==> config.mk <==
export PLATFORM = sky130hd
export DESIGN_NAME = mem_arbiter_flat
export DESIGN_NICKNAME = d
export VERILOG_FILES = /design/src/rtl/mem_arbiter_if.sv /design/src/rtl/mem_arbiter.sv /design/src/flat_wrapper.sv
export SDC_FILE = /design/constraint.sdc
export NUM_CORES = 1
export LEC_CHECK = 0
export BUFFER_PORTS_ARGS = -buffer_cell sky130_fd_sc_hd__buf_2
export CORE_AREA = 2 2 95 97
export CTS_CLUSTER_SIZE = 12
export DETAILED_ROUTE_END_ITERATION = 10
export DIE_AREA = 0 0 97 99
export GPL_TIMING_DRIVEN = 0
export PLACE_DENSITY = 0.8
export SLEW_MARGIN = 20
export SYNTH_ARGS = -nofsm -noshare
export SYNTH_HDL_FRONTEND = slang
export SYNTH_SLANG_ARGS = --single-unit
==> constraint.sdc <==
create_clock -name clk -period 2 [get_ports clk]
set_input_delay 0.4 -clock clk [delete_from_list [all_inputs] [get_ports clk]]
set_output_delay 0.4 -clock clk [all_outputs]
set_load 0.05 [all_outputs]
==> src/rtl/mem_arbiter_if.sv <==
`default_nettype none
// ============================================================================
// Module      : mem_arbiter_if
// Description : Bundle of the two requester ports (p0 = instruction,
//               p1 = data) and the single-ported word memory bus served by
//               mem_arbiter.
//               slave  : arbiter view (requests and mem_rdata in,
//                        responses and memory controls out)
//               master : environment view (requesters plus memory)
// Revision    : 1.0 - initial release
// ============================================================================
interface mem_arbiter_if #(
  parameter int ADDR_WIDTH = 10
) ();
  // port 0 (instruction)
  logic                  p0_req_valid;
  logic                  p0_req_ready;
  logic                  p0_req_wen;
  logic [ADDR_WIDTH-1:0] p0_req_addr;
  logic [31:0]           p0_req_wdata;
  logic                  p0_resp_valid;
  logic                  p0_resp_ready;
  logic [31:0]           p0_resp_rdata;
  // port 1 (data)
  logic                  p1_req_valid;
  logic                  p1_req_ready;
  logic                  p1_req_wen;
  logic [ADDR_WIDTH-1:0] p1_req_addr;
  logic [31:0]           p1_req_wdata;
  logic                  p1_resp_valid;
  logic                  p1_resp_ready;
  logic [31:0]           p1_resp_rdata;
  // memory side
  logic [ADDR_WIDTH-1:0] mem_waddr;
  logic [ADDR_WIDTH-1:0] mem_raddr;
  logic                  mem_wren;
  logic                  mem_rden;
  logic [31:0]           mem_wdata;
  logic [31:0]           mem_rdata;

  modport slave (
    input  p0_req_valid, p0_req_wen, p0_req_addr, p0_req_wdata, p0_resp_ready,
    input  p1_req_valid, p1_req_wen, p1_req_addr, p1_req_wdata, p1_resp_ready,
    input  mem_rdata,
    output p0_req_ready, p0_resp_valid, p0_resp_rdata,
    output p1_req_ready, p1_resp_valid, p1_resp_rdata,
    output mem_waddr, mem_raddr, mem_wren, mem_rden, mem_wdata
  );

  modport master (
    output p0_req_valid, p0_req_wen, p0_req_addr, p0_req_wdata, p0_resp_ready,
    output p1_req_valid, p1_req_wen, p1_req_addr, p1_req_wdata, p1_resp_ready,
    output mem_rdata,
    input  p0_req_ready, p0_resp_valid, p0_resp_rdata,
    input  p1_req_ready, p1_resp_valid, p1_resp_rdata,
    input  mem_waddr, mem_raddr, mem_wren, mem_rden, mem_wdata
  );
endinterface
`default_nettype wire

==> src/rtl/mem_arbiter.sv <==
`default_nettype none
// ============================================================================
// Module      : mem_arbiter
// Description : Two-port round-robin arbiter in front of a single word
//               memory with combinational read data. One transaction is in
//               flight at a time; its response is held until the owner
//               consumes it, and a new grant may be issued in that same
//               handshake cycle (back-to-back).
// Ports       : clk   - clock, rising edge
//               rst_n - asynchronous active-low reset
//               bus   - mem_arbiter_if.slave (p0/p1 request/response ports
//                       and memory bus)
// Revision    : 1.0 - initial release
// ============================================================================
module mem_arbiter #(
  parameter int ADDR_WIDTH = 10
) (
  input  logic          clk,
  input  logic          rst_n,
  mem_arbiter_if.slave  bus
);

  typedef enum logic [0:0] {
    IDLE = 1'b0,
    RESP = 1'b1
  } state_t;

  state_t                r_state;
  state_t                w_state_nxt;
  logic                  r_owner;
  logic                  w_owner_nxt;
  logic                  r_last_grant;
  logic                  w_last_grant_nxt;
  logic [31:0]           r_resp_data;
  logic [31:0]           w_resp_data_nxt;

  logic                  w_handshake;
  logic                  w_accept;
  logic                  w_grant0;
  logic                  w_grant1;
  logic                  w_sel_wen;
  logic [ADDR_WIDTH-1:0] w_sel_addr;
  logic [31:0]           w_sel_wdata;

  always_ff @(posedge clk or negedge rst_n) begin
    if (!rst_n) begin
      r_state      <= IDLE;
      r_owner      <= 1'b0;
      // Starting at 1 makes port 0 win the first contested cycle.
      r_last_grant <= 1'b1;
      r_resp_data  <= 32'h0;
    end else begin
      r_state      <= w_state_nxt;
      r_owner      <= w_owner_nxt;
      r_last_grant <= w_last_grant_nxt;
      r_resp_data  <= w_resp_data_nxt;
    end
  end

  always_comb begin
    w_state_nxt      = r_state;
    w_owner_nxt      = r_owner;
    w_last_grant_nxt = r_last_grant;
    w_resp_data_nxt  = r_resp_data;
    bus.mem_wren     = 1'b0;
    bus.mem_rden     = 1'b0;
    bus.mem_waddr    = '0;
    bus.mem_raddr    = '0;
    bus.mem_wdata    = 32'h0;

    // The owner's response is consumed this cycle.
    w_handshake = (r_state == RESP) &&
                  (r_owner ? bus.p1_resp_ready : bus.p0_resp_ready);
    // rst_n gating keeps req_ready and memory controls low during reset,
    // since both are combinational.
    w_accept = rst_n && ((r_state == IDLE) || w_handshake);

    // On contention the port that did not win last time is served.
    w_grant0 = w_accept && bus.p0_req_valid && (!bus.p1_req_valid ||  r_last_grant);
    w_grant1 = w_accept && bus.p1_req_valid && (!bus.p0_req_valid || !r_last_grant);

    w_sel_wen   = w_grant1 ? bus.p1_req_wen   : bus.p0_req_wen;
    w_sel_addr  = w_grant1 ? bus.p1_req_addr  : bus.p0_req_addr;
    w_sel_wdata = w_grant1 ? bus.p1_req_wdata : bus.p0_req_wdata;

    if (w_grant0 || w_grant1) begin
      if (w_sel_wen) begin
        bus.mem_wren  = 1'b1;
        bus.mem_waddr = w_sel_addr;
        bus.mem_wdata = w_sel_wdata;
      end else begin
        bus.mem_rden  = 1'b1;
        bus.mem_raddr = w_sel_addr;
      end
      w_state_nxt      = RESP;
      w_owner_nxt      = w_grant1;
      w_last_grant_nxt = w_grant1;
      w_resp_data_nxt  = w_sel_wen ? 32'h0 : bus.mem_rdata;
    end else if (w_handshake) begin
      w_state_nxt     = IDLE;
      w_resp_data_nxt = 32'h0;
    end
  end

  assign bus.p0_req_ready  = w_grant0;
  assign bus.p1_req_ready  = w_grant1;
  assign bus.p0_resp_valid = (r_state == RESP) && !r_owner;
  assign bus.p1_resp_valid = (r_state == RESP) &&  r_owner;
  assign bus.p0_resp_rdata = bus.p0_resp_valid ? r_resp_data : 32'h0;
  assign bus.p1_resp_rdata = bus.p1_resp_valid ? r_resp_data : 32'h0;

endmodule
`default_nettype wire

==> src/flat_wrapper.sv <==
// flat-port wrapper written by rule: the top's interface ports become plain ports
module mem_arbiter_flat 
#(
  parameter int ADDR_WIDTH = 10
)
  (clk, rst_n, bus_p0_req_valid, bus_p0_req_wen, bus_p0_req_addr, bus_p0_req_wdata, bus_p0_resp_ready, bus_p1_req_valid, bus_p1_req_wen, bus_p1_req_addr, bus_p1_req_wdata, bus_p1_resp_ready, bus_mem_rdata, bus_p0_req_ready, bus_p0_resp_valid, bus_p0_resp_rdata, bus_p1_req_ready, bus_p1_resp_valid, bus_p1_resp_rdata, bus_mem_waddr, bus_mem_raddr, bus_mem_wren, bus_mem_rden, bus_mem_wdata);
  mem_arbiter_if #(.ADDR_WIDTH(ADDR_WIDTH)) bus_i ();
  input  logic clk;
  input  logic rst_n;
  input wire logic [$bits(bus_i.p0_req_valid)-1:0] bus_p0_req_valid;
  input wire logic [$bits(bus_i.p0_req_wen)-1:0] bus_p0_req_wen;
  input wire logic [$bits(bus_i.p0_req_addr)-1:0] bus_p0_req_addr;
  input wire logic [$bits(bus_i.p0_req_wdata)-1:0] bus_p0_req_wdata;
  input wire logic [$bits(bus_i.p0_resp_ready)-1:0] bus_p0_resp_ready;
  input wire logic [$bits(bus_i.p1_req_valid)-1:0] bus_p1_req_valid;
  input wire logic [$bits(bus_i.p1_req_wen)-1:0] bus_p1_req_wen;
  input wire logic [$bits(bus_i.p1_req_addr)-1:0] bus_p1_req_addr;
  input wire logic [$bits(bus_i.p1_req_wdata)-1:0] bus_p1_req_wdata;
  input wire logic [$bits(bus_i.p1_resp_ready)-1:0] bus_p1_resp_ready;
  input wire logic [$bits(bus_i.mem_rdata)-1:0] bus_mem_rdata;
  output wire logic [$bits(bus_i.p0_req_ready)-1:0] bus_p0_req_ready;
  output wire logic [$bits(bus_i.p0_resp_valid)-1:0] bus_p0_resp_valid;
  output wire logic [$bits(bus_i.p0_resp_rdata)-1:0] bus_p0_resp_rdata;
  output wire logic [$bits(bus_i.p1_req_ready)-1:0] bus_p1_req_ready;
  output wire logic [$bits(bus_i.p1_resp_valid)-1:0] bus_p1_resp_valid;
  output wire logic [$bits(bus_i.p1_resp_rdata)-1:0] bus_p1_resp_rdata;
  output wire logic [$bits(bus_i.mem_waddr)-1:0] bus_mem_waddr;
  output wire logic [$bits(bus_i.mem_raddr)-1:0] bus_mem_raddr;
  output wire logic [$bits(bus_i.mem_wren)-1:0] bus_mem_wren;
  output wire logic [$bits(bus_i.mem_rden)-1:0] bus_mem_rden;
  output wire logic [$bits(bus_i.mem_wdata)-1:0] bus_mem_wdata;
  assign bus_i.p0_req_valid = bus_p0_req_valid;
  assign bus_i.p0_req_wen = bus_p0_req_wen;
  assign bus_i.p0_req_addr = bus_p0_req_addr;
  assign bus_i.p0_req_wdata = bus_p0_req_wdata;
  assign bus_i.p0_resp_ready = bus_p0_resp_ready;
  assign bus_i.p1_req_valid = bus_p1_req_valid;
  assign bus_i.p1_req_wen = bus_p1_req_wen;
  assign bus_i.p1_req_addr = bus_p1_req_addr;
  assign bus_i.p1_req_wdata = bus_p1_req_wdata;
  assign bus_i.p1_resp_ready = bus_p1_resp_ready;
  assign bus_i.mem_rdata = bus_mem_rdata;
  assign bus_p0_req_ready = bus_i.p0_req_ready;
  assign bus_p0_resp_valid = bus_i.p0_resp_valid;
  assign bus_p0_resp_rdata = bus_i.p0_resp_rdata;
  assign bus_p1_req_ready = bus_i.p1_req_ready;
  assign bus_p1_resp_valid = bus_i.p1_resp_valid;
  assign bus_p1_resp_rdata = bus_i.p1_resp_rdata;
  assign bus_mem_waddr = bus_i.mem_waddr;
  assign bus_mem_raddr = bus_i.mem_raddr;
  assign bus_mem_wren = bus_i.mem_wren;
  assign bus_mem_rden = bus_i.mem_rden;
  assign bus_mem_wdata = bus_i.mem_wdata;
  mem_arbiter #(.ADDR_WIDTH(ADDR_WIDTH)) u_core (.clk(clk), .rst_n(rst_n), .bus(bus_i));
endmodule
---- Word level (Yosys, flattened, before mapping) ----
Cells that the tools add are included.
W data, S select, Z words.
cells by class
  multiplexer cells ....................... 21
  bitwise operators ....................... 1
  reduce and logical (&&, ||, !) cells .... 17
operator list
  kind                 number
  $mux W32             8
  $mux W10             5
  $logic_and A1 B1 Y1  8
  $mux W1              8
  $logic_not A1 Y1     4
  $logic_or A1 B1 Y1   4
  $reduce_bool A2 Y1   1
  $not A1 Y1           1
storage, ports and cells
  register bits ........................... 35
  logic and storage cells ................. 43

---- Logic depth before layout (Yosys ltp) ----
Gate-level depths: netlist of the first run.
  depth after elaboration ................. 9
  gate-level depth with buffers ........... 5
  depth with buffers taken out ............ 3

---- Worst setup path before layout of the first run ----
Ideal clock, no wire load.
  path type ............................... register -> output
  from .................................... register u_core.r_last_grant
  to ...................................... output port bus_mem_raddr[0]
  arrival ................................. 2.365 ns
  path slack .............................. -0.765 ns
  cell stages (with the launch flop) ...... 5
  path through ............................ dfstp_2 nand2b_1 o2111ai_4 buf_6 o32ai_1
between the ends
  word-level cells in the longest chain between the ends .. 6
  elaborated cells between the ends (all ways) .. 10
  those cells by class .................... mux (4); reduce/logical (6)
RTL lines
  item                                 RTL line                              source
  from (decl)                          mem_arbiter.sv:32                     logic r_last_grant;
  from (signal assigned)               mem_arbiter.sv:55                     r_last_grant <= w_last_grant_nxt;
  $logic_not A1 Y1                     mem_arbiter.sv:80                     w_grant1 = w_accept && bus.p1_req_valid && (!bus.p0_req_valid || !r_last_grant);
  $logic_or A1 B1 Y1                   mem_arbiter.sv:80
  $logic_and A1 B1 Y1                  mem_arbiter.sv:80
  $mux W10 or $mux W1 (tied branches)  mem_arbiter.sv:83, mem_arbiter.sv:82
  $mux W10                             mem_arbiter.sv:87                     if (w_sel_wen) begin
  $mux W10 (*)                         mem_arbiter.sv:86                     if (w_grant0 || w_grant1) begin
  to (decl)                            flat_wrapper.sv:28                    output wire logic [$bits(bus_i.mem_raddr)-1:0] bus_mem_raddr;
Every way passes the cells marked *; elsewhere a longest branch is shown, timed or not.

---- Worst setup path after layout of the first run ----
  from .................................... register u_core.r_owner
  to ...................................... output port bus_mem_raddr[3]
between the ends
  word-level cells in the longest chain between the ends .. 9
  elaborated cells between the ends (all ways) .. 13
  those cells by class .................... mux (5); reduce/logical (8)
RTL lines
  item                                 RTL line                              source
  from (decl)                          mem_arbiter.sv:30                     logic r_owner;
  from (signal assigned)               mem_arbiter.sv:54                     r_owner <= w_owner_nxt;
  $mux W1 (*)                          mem_arbiter.sv:73                     (r_owner ? bus.p1_resp_ready : bus.p0_resp_ready);
  $logic_and A1 B1 Y1 (*)              mem_arbiter.sv:72                     w_handshake = (r_state == RESP) &&
  $logic_or A1 B1 Y1 (*)               mem_arbiter.sv:76                     w_accept = rst_n && ((r_state == IDLE) || w_handshake);
  $logic_and A1 B1 Y1 (*)              mem_arbiter.sv:76
  $logic_and A1 B1 Y1 (2 in a row)     mem_arbiter.sv:80
  $mux W10 or $mux W1 (tied branches)  mem_arbiter.sv:83, mem_arbiter.sv:82
  $mux W10                             mem_arbiter.sv:87
  $mux W10 (*)                         mem_arbiter.sv:86
Marked as above.

==> metrics.csv, run 1 <==
stage,metric,value,unit
sta,max_freq,415.8,MHz
cts,htree_levels,2,
yosys,synthArstFlopShare,1.000,
power_and_ir_drop,p_leak,3.261,nW
sta,hold_slack,0.04289,ns
yosys,synth.distinct_cells,34,
cells_and_area,num-fill-cells,537,
yosys,yosys.area.top_type,dfrtp_1,
detailed_routing,drt_wl_total,14280,um
detailed_routing,drcViolationCount,0,
detailed_routing,vias,3944,
sta,finalCritPeriodShare,1.203,
place,gp_congestion,0.8934,
place,portBuffers,244,
sta,maxSlewHeadroom,0.6126,
sta,hold_violations,0,
critical_path,cp-end-kind,output pin,
grt,grt_pass1_vias,4074,
cells_and_area,num-nets-final,732,
yosys,yosysSeqAreaShare,0.3000,
grt,antenna_found_initial,1,
sta,finalMaxSlewViolations,0,
die,io_pins,246,
sta,setup_viol,56,
min_path,hp-class,primary input to async pin,
grt,grt_overflow_total,0,
critical_path,critPathArrivalTime,2.01,ns
die,core-area,0.008551,mm^2
yosys,synth_area_leaders,"dfrtp_1 29%, and3_1 13%, o32ai_1 12%",
critical_path,critPathBufInv,3,
run,maxCapViolCount,0,
detailed_routing,drtIter0Drc,169,
place,place_area,0.005171,mm^2
cells_and_area,final_area,0.006426,mm^2
sta,fin_crit,2.405,ns
critical_path,path_cells,mux2_4 > o2111ai_4 > buf_12 > clkbuf_16 > o32ai_4 > buf_6,
critical_path,path_max_fanout,8,
cells_and_area,seqCellArea,879.6,um^2
critical_path,required,1.60,ns
sta,setup-tns-final,-20.13,ns
place,dp_hpwl,10010,um
sta,setup_ws,-0.4051,ns
cells_and_area,drive_above_1_share,0.6355,
detailed_routing,antenna_left,0,
cts,cts_buffer_depth,2,
critical_path,slowest_stage,dfrtp_2,
yosys,yosys_most_used_dff,dfrtp_1,
yosys,synth-edff-count,0,
die,dieArea,0.009603,mm^2
cells_and_area,area_delta_synth_final,119.8,%
power_and_ir_drop,ir_drop,0.0003697,V
critical_path,slowest_delay,0.41,ns
cts,root_buffer,clkbuf_8,
yosys,postSynthAreaPerCell,8.677,um^2
cts,clock_latency,0.28,ns
grt,grt_pass1_wl,20870,um
die,initial_core_util,0.3420,
outcome,outcome,finished with violations,
critical_path,critical_path_class,register to output pin,
sta,worst_pin_slew,0.5811,ns
cts,cts.sinks,35,
die,row_count,34,
die,die_h,99,um
detailed_routing,routedWlPerCell,19.89,um
cts,cts_tree,done,
yosys,syn_inst,337,
detailed_routing,viasPerCell,5.493,
critical_path,start_kind,register,
critical_path,path_delay_family,buffers and inverters,
yosys,yosysWarnings,0,
cts,cts.clk_slew.worst_paths,0.08,ns
sta,rsz0062_at_grt,true,
yosys,synth_seq_cells,35,
cells_and_area,multi_input_area,0.002444,mm^2
yosys,synth.cell_area,0.002924,mm^2
grt,grt_max_degree,35,
die,die_w,97,um
outcome,failed_checks,setup timing,
place,place_ws,-0.9705,ns
power_and_ir_drop,p_per_area,654.0,mW/mm^2
cts,cts_buffers,5,
sta,fin_skew,0.01130,ns
yosys,synth_top_area_share,0.2910,
yosys,syn-num-nets,461,
grt,grtUsageTotal,0.2700,
detailed_routing,dr.pass1.iters,4,
cells_and_area,fin_util,0.7515,
cell families (layout without fill, tap and decap cells):
logic type             after synthesis  in the layout  share of synthesized area
buffers and inverters              129            401                     0.1896
and+or+nand+nor                     73             73                     0.1515
muxes                                3              3                    0.01626
AOI/OAI and AO/OA                   97             97                     0.3427
other                                0              1                          0
DFF                                 35             35                     0.3000
where the power goes:
part / switching, W / internal (W)
registers: 0.000100 / 0.000842
logic: 0.00167 / 0.00108
clock network: 0.000260 / 0.000247
total: 0.00203 / 0.00217
what timing repair did:
item                                   4_1_cts  5_1_grt
setup endpoints to repair                  136      101
endpoints found under the hold margin       34        0
hold buffers                                 1        0
pin swaps                                    5        5
gates cloned                                 2        5
setup buffers                               10        3
gates resized for setup                    226       44
layer usage:
layer / part of all wire / vias up / track usage
li1: - / 1794 / -
met1: 0.33 / 1871 / 0.2814
met2: 0.56 / 212 / 0.5107
met3: 0.057 / 67 / 0.05461
met4: 0.058 / 0 / 0.1398
met5: 0 / - / 0
Yosys cell counts, types with 2 or more instances:
cell and number:
nand2_1 3, clkbuf_1 18, buf_2 13, inv_1 88, o22ai_1 2, and3_2 3
dfrtp_1 34, buf_6 5, a32o_1 32, o32ai_2 11, and3_1 61, nor2_1 4
o32ai_1 41, o2111ai_4 2
placed cells by master, fill, tap and decap left out, types with 2 or more instances in the layout:
cell and instances:
dfrtp_1 32, and3_4 9, o22ai_1 2, clkbuf_8 5, buf_12 10, inv_4 2
buf_4 35, o2111ai_4 3, a21boi_2 2, inv_1 86, clkbuf_16 5, buf_2 148
nor2_1 4, buf_8 9, clkbuf_2 10, and3_2 3, clkbuf_4 4, o32ai_4 51
buf_6 75, dfrtp_2 2, clkbuf_1 4, buf_16 5, and3_1 52, nand2_1 3
a32o_1 32
worst paths after layout:
check,start,endpoint,slack [ns],cells after the start
setup / recovery,u_core.r_owner$_DFFE_PN0P_,bus_mem_raddr[3],-0.41,6
hold / removal,rst_n,u_core.r_resp_data[10]$_DFFE_PN0P_,0.04,2
setup reg to reg,u_core.r_last_grant$_DFFE_PN1P_,u_core.r_resp_data[8]$_DFFE_PN0P_,0.34,5
hold reg to reg,u_core.r_last_grant$_DFFE_PN1P_,u_core.r_last_grant$_DFFE_PN1P_,0.50,2
max in group asynchronous,rst_n,u_core.r_resp_data[24]$_DFFE_PN0P_,1.76,2
min in group clk,bus_mem_rdata[6],u_core.r_resp_data[6]$_DFFE_PN0P_,0.35,2
area by class of cell:
| type | instances | share of cell area |
|---|---|---|
| Clock buffer | 7 | 0.01188 |
| Clock inverter | 1 | 0.001168 |
| Sequential cell | 35 | 0.1369 |
| Timing Repair Buffer | 265 | 0.3327 |
| Inverter | 90 | 0.05413 |
| Antenna cell | 1 | 0.0003894 |
| Multi-Input combinational cell | 173 | 0.3803 |
| Buffer | 38 | 0.06153 |
| Tap cell | 108 | 0.02103 |
state kept, by name (all words and copies together), names as in the netlist:
name,cells
u_core.r_state,1
u_core.r_owner,1
u_core.r_last_grant,1
u_core.r_resp_data,32
through the flow:
| stage | power, W | std cells |
|---|---|---|
| CTS | 0.004009 | 710 |
| global route | 0.004372 | 718 |
| floorplan | 0.002585 | 337 |
| finish | 0.004203 | 718 |
| global placement | 0.003084 | 689 |
| detailed placement | 0.003136 | 689 |
worst reg2reg max path: cells and delay by family, from the launching register on:
family / cells / cell delay [ns]
flops: 1 / 0.55
compound gates: 3 / 0.67
buf+inv: 2 / 0.32
Power figures use the tool's default switching activity.
==> run 2, diff against run 1 <==
- CELL_PAD_IN_SITES_DETAIL_PLACEMENT: unset -> 1
- CELL_PAD_IN_SITES_GLOBAL_PLACEMENT: unset -> 2
- CORE_AREA: 2 2 95 97 -> unset
- CORE_UTILIZATION: unset -> 19
- DIE_AREA: 0 0 97 99 -> unset
- PLACE_DENSITY: 0.8 -> 0.86
- SETUP_SLACK_MARGIN: unset -> 0.15
==> run 2 against run 1 <==
The flow still finishes with violations (setup timing). Register-to-register slack lost 0.11 ns. Utilization shrank 25 points. Cell area grew 15%. Critical path depth grew 1. Fmax shrank 1.3%. Critical path type unchanged. Critical endpoint is now bus_mem_raddr[4].
==> metrics.csv, run 2 (synthesis results as in run 1) <==
stage,metric,value,unit,change
place,portBuffers,244,,unchanged
min_path,hp-class,primary input to async pin,,
cells_and_area,num-fill-cells,1570,,+190%
outcome,failed_checks,setup timing,,
cts,cts.clk_slew.worst_paths,0.05,ns,-0.03 ns
grt,grt_pass1_vias,4435,,+8.9%
sta,fin_crit,2.438,ns,+0.03281 ns
cts,cts_buffers,5,,unchanged
detailed_routing,drt_wl_total,16080,um,+13%
critical_path,r2r_start,u_core.r_owner$_DFFE_PN0P_,,
critical_path,slowest_delay,0.37,ns,-0.04 ns
cells_and_area,largest_reg_flops,32,,unchanged
cells_and_area,regMostFlops,u_core.r_resp_data,,
power_and_ir_drop,power,0.005125,W,+22%
cells_and_area,final_area,0.007412,mm^2,+15%
cts,cts_buffer_depth,2,,unchanged
die,die_w,126.1,um,+30%
detailed_routing,routedWlPerCell,20.00,um,+0.55%
critical_path,slowest_stage,dfrtp_1,,
critical_path,critPathBufInv,4,,+1
sta,rsz0062_at_grt,true,,
cts,cts.sinks,35,,unchanged
place,dp_hpwl,11030,um,+10%
die,dieArea,0.01589,mm^2,+65%
outcome,outcome,finished with violations,,
cts,htree_levels,2,,unchanged
critical_path,critPathLaunch,u_core.r_owner$_DFFE_PN0P_,,
grt,grtUsageTotal,0.1936,,-0.07641
cts,clock_latency,0.27,ns,about the same
critical_path,critical_path_class,register to output pin,,
sta,setup_ws,-0.4379,ns,-0.03281 ns
power_and_ir_drop,p_per_area,691.4,mW/mm^2,+5.7%
sta,worst_pin_slew,0.5577,ns,-0.02337 ns
die,io_pins,246,,unchanged
die,row_count,44,,+29%
critical_path,r2r_setup_slack,0.23,ns,-0.11 ns
detailed_routing,drtIter0Drc,92,,-46%
cts,cts_tree,done,,
sta,setup-tns-final,-23.06,ns,-2.923 ns
detailed_routing,drcViolationCount,0,,unchanged
cells_and_area,layout_common_cells,"131 x buf_2, 86 x inv_1, 70 x buf_8",,
detailed_routing,viasPerCell,4.912,,-11%
detailed_routing,dr.pass1.iters,5,,+1
sta,finalMaxSlewViolations,0,,unchanged
cells_and_area,num-nets-final,741,,+1.2%
power_and_ir_drop,p_leak,3.365,nW,+3.2%
critical_path,path_cells,buf_6 > mux2_4 > o2111ai_4 > buf_12 > buf_12 > o32ai_4 > buf_6,,
cts,root_buffer,clkbuf_16,,
die,initial_core_util,0.1982,,-0.1438
critical_path,required,1.60,ns,about the same
sta,max_freq,410.2,MHz,-1.3%
place,place_area,0.005273,mm^2,+2.0%
cells_and_area,layout_commonest_cell,buf_2,,
detailed_routing,vias,3949,,+0.13%
sta,fin_skew,0.002202,ns,-0.009097 ns
critical_path,start_kind,register,,
run,maxCapViolCount,0,,unchanged
cells_and_area,drive_above_1_share,0.7298,,+0.09431
die,core-area,0.01475,mm^2,+73%
power_and_ir_drop,ir_drop,0.0005131,V,+39%
place,dp_cells,765,,+11%
cells_and_area,multi_input_area,0.002720,mm^2,+11%
detailed_routing,antenna_left,0,,unchanged
die,die_h,126.1,um,+27%
sta,hold_violations,0,,unchanged
grt,grt_overflow_total,0,,unchanged
place,gp_congestion,0.7929,,-11%
grt,antenna_found_initial,2,,+1
sta,setup_viol,82,,+46%
sta,finalCritPeriodShare,1.219,,+0.01641
critical_path,critPathArrivalTime,2.04,ns,+0.03 ns
grt,grt_pass1_wl,24290,um,+16%
place,place_ws,-1.109,ns,-0.1383 ns
cells_and_area,seqCellArea,878.3,um^2,-0.14%
grt,grt_max_degree,32,,-8.6%
cells_and_area,stdcell_count,804,,+12%
critical_path,path_delay_family,buffers and inverters,,
critical_path,cp-end-kind,output pin,,
critical_path,path_max_fanout,10,,+2
sta,maxSlewHeadroom,0.6282,,+0.01558
cells_and_area,area_delta_synth_final,153.5,%,
run 2: cell types whose count changed in the layout (fill, tap and decap cells not counted), sizes merged:
cell and delta:
buf +9, dlygate4sd3 +1, diode +1, inv -1
run 2: worst paths after layout:
path                                                 endpoint  cells past startpoint
max in group asynchronous  u_core.r_resp_data[17]$_DFFE_PN0P_                      2
setup reg to reg            u_core.r_resp_data[7]$_DFFE_PN0P_                      6
min in group clk           u_core.r_resp_data[18]$_DFFE_PN0P_                      2
setup / recovery                             bus_mem_raddr[4]                      7
hold / removal                u_core.r_last_grant$_DFFE_PN1P_                      1
hold reg to reg            u_core.r_resp_data[27]$_DFFE_PN0P_                      1
run 2: what timing repair did:
item | CTS | global route
gates resized for setup | 418 | 41
hold buffers | 2 | 0
buffers inserted | 14 | 4
endpoints found under the setup margin | 153 | 119
pin swaps | 7 | 4
hold endpoints to repair | 3 | 0
gates cloned | 6 | 3
run 2: per-layer routing:
| metal | global-route usage | share of wire | up-vias |
|---|---|---|---|
| li1 | - | - | 1813 |
| met1 | 0.2040 | 0.34 | 1933 |
| met2 | 0.3858 | 0.57 | 167 |
| met3 | 0.03568 | 0.052 | 36 |
| met4 | 0.05386 | 0.033 | 0 |
| met5 | 0 | 0 | - |
run 2: power breakdown:
part           switching (W)  leakage [nW]  internal [W]
combinational        0.00186          2.83       0.00149
sequential          0.000134         0.463      0.000843
clock               0.000275        0.0772      0.000530
run 2: area by class of cell:
type,instances,area share
flip-flops and latches,35,0.1185
clock buffers,8,0.02110
inverters,90,0.04608
diodes,2,0.0006752
well taps,184,0.03106
repair buffers,273,0.3536
multi-input cells,173,0.3670
plain buffers,39,0.06195
run 2: worst reg2reg max path, stage by stage (launching register included):
cell	delay, ns
dfrtp_1	0.37
buf_6	0.13
mux2_4	0.36
buf_12	0.15
mux2i_4	0.21
buf_2	0.28
a32o_1	0.20
run 2: through the flow:
| stage | hold slack [ns] | utilization |
|---|---|---|
| finish | 0.07168 | 0.5024 |
| global route | 0.06950 | 0.5022 |
| CTS | 0.06835 | 0.4838 |
| detailed placement | 0.4922 | 0.3574 |
| global placement | 0.4743 | 0.3574 |
| floorplan | 0.1044 | - |
==> run 3, diff against run 2 <==
==> constraint.sdc (replaced) <==
create_clock -name clk -period 2 [get_ports clk]
set_input_delay 0.1 -clock clk [delete_from_list [all_inputs] [get_ports clk]]
set_output_delay 0.1 -clock clk [all_outputs]
set_load 0.05 [all_outputs]
==> run 3 against run 2 <==
The flow still finishes with violations (setup timing). Total power down 17%. First-iteration DRC count grew 68%. Register-to-register slack lost 0.04 ns. Global-route usage down 1.7 points. Flip-flop and latch count is the same. Sequential power shrank 4.1%. Worst hold slack lost 0.0016 ns. Largest power group unchanged. Highest routed layer unchanged.
==> metrics.csv, run 3 (synthesis results as in run 1) <==
stage,metric,value,unit,change
cells_and_area,layout_common_cells,"177 x buf_2, 86 x inv_1, 61 x and3_1",,
place,portBuffers,244,,unchanged
run,maxCapViolCount,0,,unchanged
detailed_routing,routedWlPerCell,18.90,um,-5.5%
place,place_ws,-0.5232,ns,+0.5857 ns
min_path,min_path_cells,2,,
power_and_ir_drop,p_per_area,692.8,mW/mm^2,+0.20%
critical_path,r2r.worst_path.cells,7,,+1
outcome,outcome,finished with violations,,
sta,maxSlewHeadroom,0.2186,,-0.4096
cts,cts.clk_slew.worst_paths,0.06,ns,about the same
place,gp_congestion,0.7693,,-3.0%
cells_and_area,largest_reg_flops,32,,unchanged
grt,grtUsageTotal,0.1763,,-0.01729
die,dieArea,0.01589,mm^2,unchanged
die,io_pins,246,,unchanged
cells_and_area,num-nets-final,726,,-2.0%
die,die_h,126.1,um,unchanged
grt,antenna_found_initial,1,,-1
sta,setup_viol,52,,-37%
sta,hold_violations,0,,unchanged
cts,cts.sinks,35,,unchanged
sta,fin_crit,2.115,ns,-0.3234 ns
sta,setup_ws,-0.1145,ns,+0.3234 ns
power_and_ir_drop,p_int,0.002228,W,-22%
outcome,failed_checks,setup timing,,
detailed_routing,antenna_left,0,,unchanged
detailed_routing,vias,3804,,-3.7%
cells_and_area,layout_commonest_cell,buf_2,,
die,row_count,44,,unchanged
critical_path,start_kind,register,,
sta,fin_skew,0.005175,ns,+0.002974 ns
grt,grt_overflow_total,0,,unchanged
die,initial_core_util,0.1982,,unchanged
sta,rsz0062_at_grt,true,,
detailed_routing,dr.pass1.iters,4,,-1
critical_path,critPathArrivalTime,2.01,ns,-0.03 ns
cells_and_area,drive_above_1_share,0.6103,,-0.1195
critical_path,critical_path_class,register to output pin,,
min_path,hp-class,primary input to register,,
cts,root_buffer,clkbuf_16,,
place,place_area,0.005179,mm^2,-1.8%
grt,grt_max_degree,35,,+9.4%
cts,cts_buffer_depth,2,,unchanged
power_and_ir_drop,p_comb_frac,0.604,,-0.048
power_and_ir_drop,power_frac_seq,0.220,,+0.029
power_and_ir_drop,p_leak,3.172,nW,-5.7%
cells_and_area,fin_util,0.4171,,-0.08531
sta,setup-tns-final,-4.950,ns,+18.11 ns
sta,finalMaxSlewViolations,0,,unchanged
cts,htree_levels,2,,unchanged
cells_and_area,area_delta_synth_final,110.4,%,
cts,cts_buffers,5,,unchanged
cells_and_area,final_area,0.006153,mm^2,-17%
power_and_ir_drop,swShare,0.4774,,+0.03519
detailed_routing,drtIter0Drc,155,,+68%
sta,max_freq,472.9,MHz,+15%
power_and_ir_drop,ir_drop,0.0003422,V,-33%
grt,grt_pass1_vias,4181,,-5.7%
place,dp_hpwl,11140,um,+1.0%
power_and_ir_drop,p_switching,0.002035,W,-10%
sta,worst_pin_slew,1.172,ns,+0.6144 ns
sta,finalCritPeriodShare,1.057,,-0.1617
detailed_routing,viasPerCell,4.827,,-1.7%
power_and_ir_drop,pwr-share-clk,0.176,,+0.019
grt,grt_pass1_wl,22070,um,-9.1%
critical_path,required,1.90,ns,+0.30 ns
cells_and_area,num-fill-cells,1656,,+5.5%
cts,clock_latency,0.27,ns,about the same
die,core-area,0.01475,mm^2,unchanged
cells_and_area,regMostFlops,u_core.r_resp_data,,
detailed_routing,drt_wl_total,14890,um,-7.4%
die,die_w,126.1,um,unchanged
cts,cts_tree,done,,
detailed_routing,drcViolationCount,0,,unchanged
critical_path,cp-end-kind,output pin,,
critical_path,path_max_fanout,10,,unchanged
-- run 3: cell count changes in the layout (fill, tap and decap cells not counted), moves of 3 or more --
cell	previous run	this run
and3_1	1	61
buf_8	70	0
clkbuf_8	8	0
buf_6	65	60
clkbuf_4	1	21
buf_16	4	0
buf_2	131	177
nor2_1	1	4
and3_4	60	0
-- run 3: what timing repair did --
| action | 4_1_cts | 5_1_grt |
|---|---|---|
| gates resized for setup | 148 | 54 |
| setup endpoints to repair | 135 | 124 |
| gates cloned | 0 | 1 |
| endpoints found under the hold margin | 34 | 0 |
| pin swaps | 4 | 3 |
| hold buffers | 2 | 0 |
| setup buffers | 8 | 3 |
-- run 3: cell type report --
type	count	area, um^2	share of cell area
repair buffers	258	1797	0.2920
diodes	1	2.502	0.0004067
flip-flops and latches	35	877.1	0.1425
clock inverters	2	12.51	0.002033
well taps	184	230.2	0.03741
multi-input cells	173	2392	0.3888
plain buffers	39	371.6	0.06039
inverters	90	341.6	0.05551
clock buffers	6	128.9	0.02094
-- run 3: layer usage --
layer	vias up	wire, um	part of all wire	GRT usage
li1	1774	-	-	-
met1	1865	5499	0.37	0.1896
met2	147	8347	0.56	0.3471
met3	18	738	0.050	0.03483
met4	0	304	0.020	0.04394
met5	-	0	0	0
-- run 3: worst paths after layout --
check	start	to	slack, ns
min reg2reg	u_core.r_resp_data[0]$_DFFE_PN0P_	u_core.r_resp_data[0]$_DFFE_PN0P_	0.51
min in group asynchronous	rst_n	u_core.r_last_grant$_DFFE_PN1P_	0.50
max	u_core.r_owner$_DFFE_PN0P_	bus_mem_waddr[8]	-0.11
min	bus_mem_rdata[30]	u_core.r_resp_data[30]$_DFFE_PN0P_	0.07
max in group asynchronous	rst_n	u_core.r_resp_data[27]$_DFFE_PN0P_	1.27
max reg2reg	u_core.r_owner$_DFFE_PN0P_	u_core.r_resp_data[14]$_DFFE_PN0P_	0.19
-- run 3: worst max-delay path, cell delays in order (launching register included) --
cell and delay [ns]:
dfrtp_1 0.37, buf_6 0.12, mux2_4 0.35, o2111ai_4 0.23
buf_12 0.18, buf_12 0.18, o32ai_4 0.10, buf_6 0.18
-- run 3: power groups by stage --
stage	combinational [W]	clock (W)	sequential (W)
after floorplan	0.00164	0	0.000915
after global placement	0.00216	0	0.000937
after detailed placement	0.00222	0	0.000947
after CTS	0.00249	0.000776	0.000935
after global routing	0.00271	0.000804	0.000954
final	0.00258	0.000750	0.000937
-- run 3: stage by stage --
| step | cells | hold slack, ns | power (W) |
|---|---|---|---|
| global route | 788 | 0.06532 | 0.004465 |
| detailed placement | 765 | 0.2433 | 0.003170 |
| global placement | 765 | 0.2277 | 0.003101 |
| CTS | 783 | 0.06088 | 0.004197 |
| finish | 788 | 0.07013 | 0.004263 |
| floorplan | 337 | -0.1956 | 0.002556 |
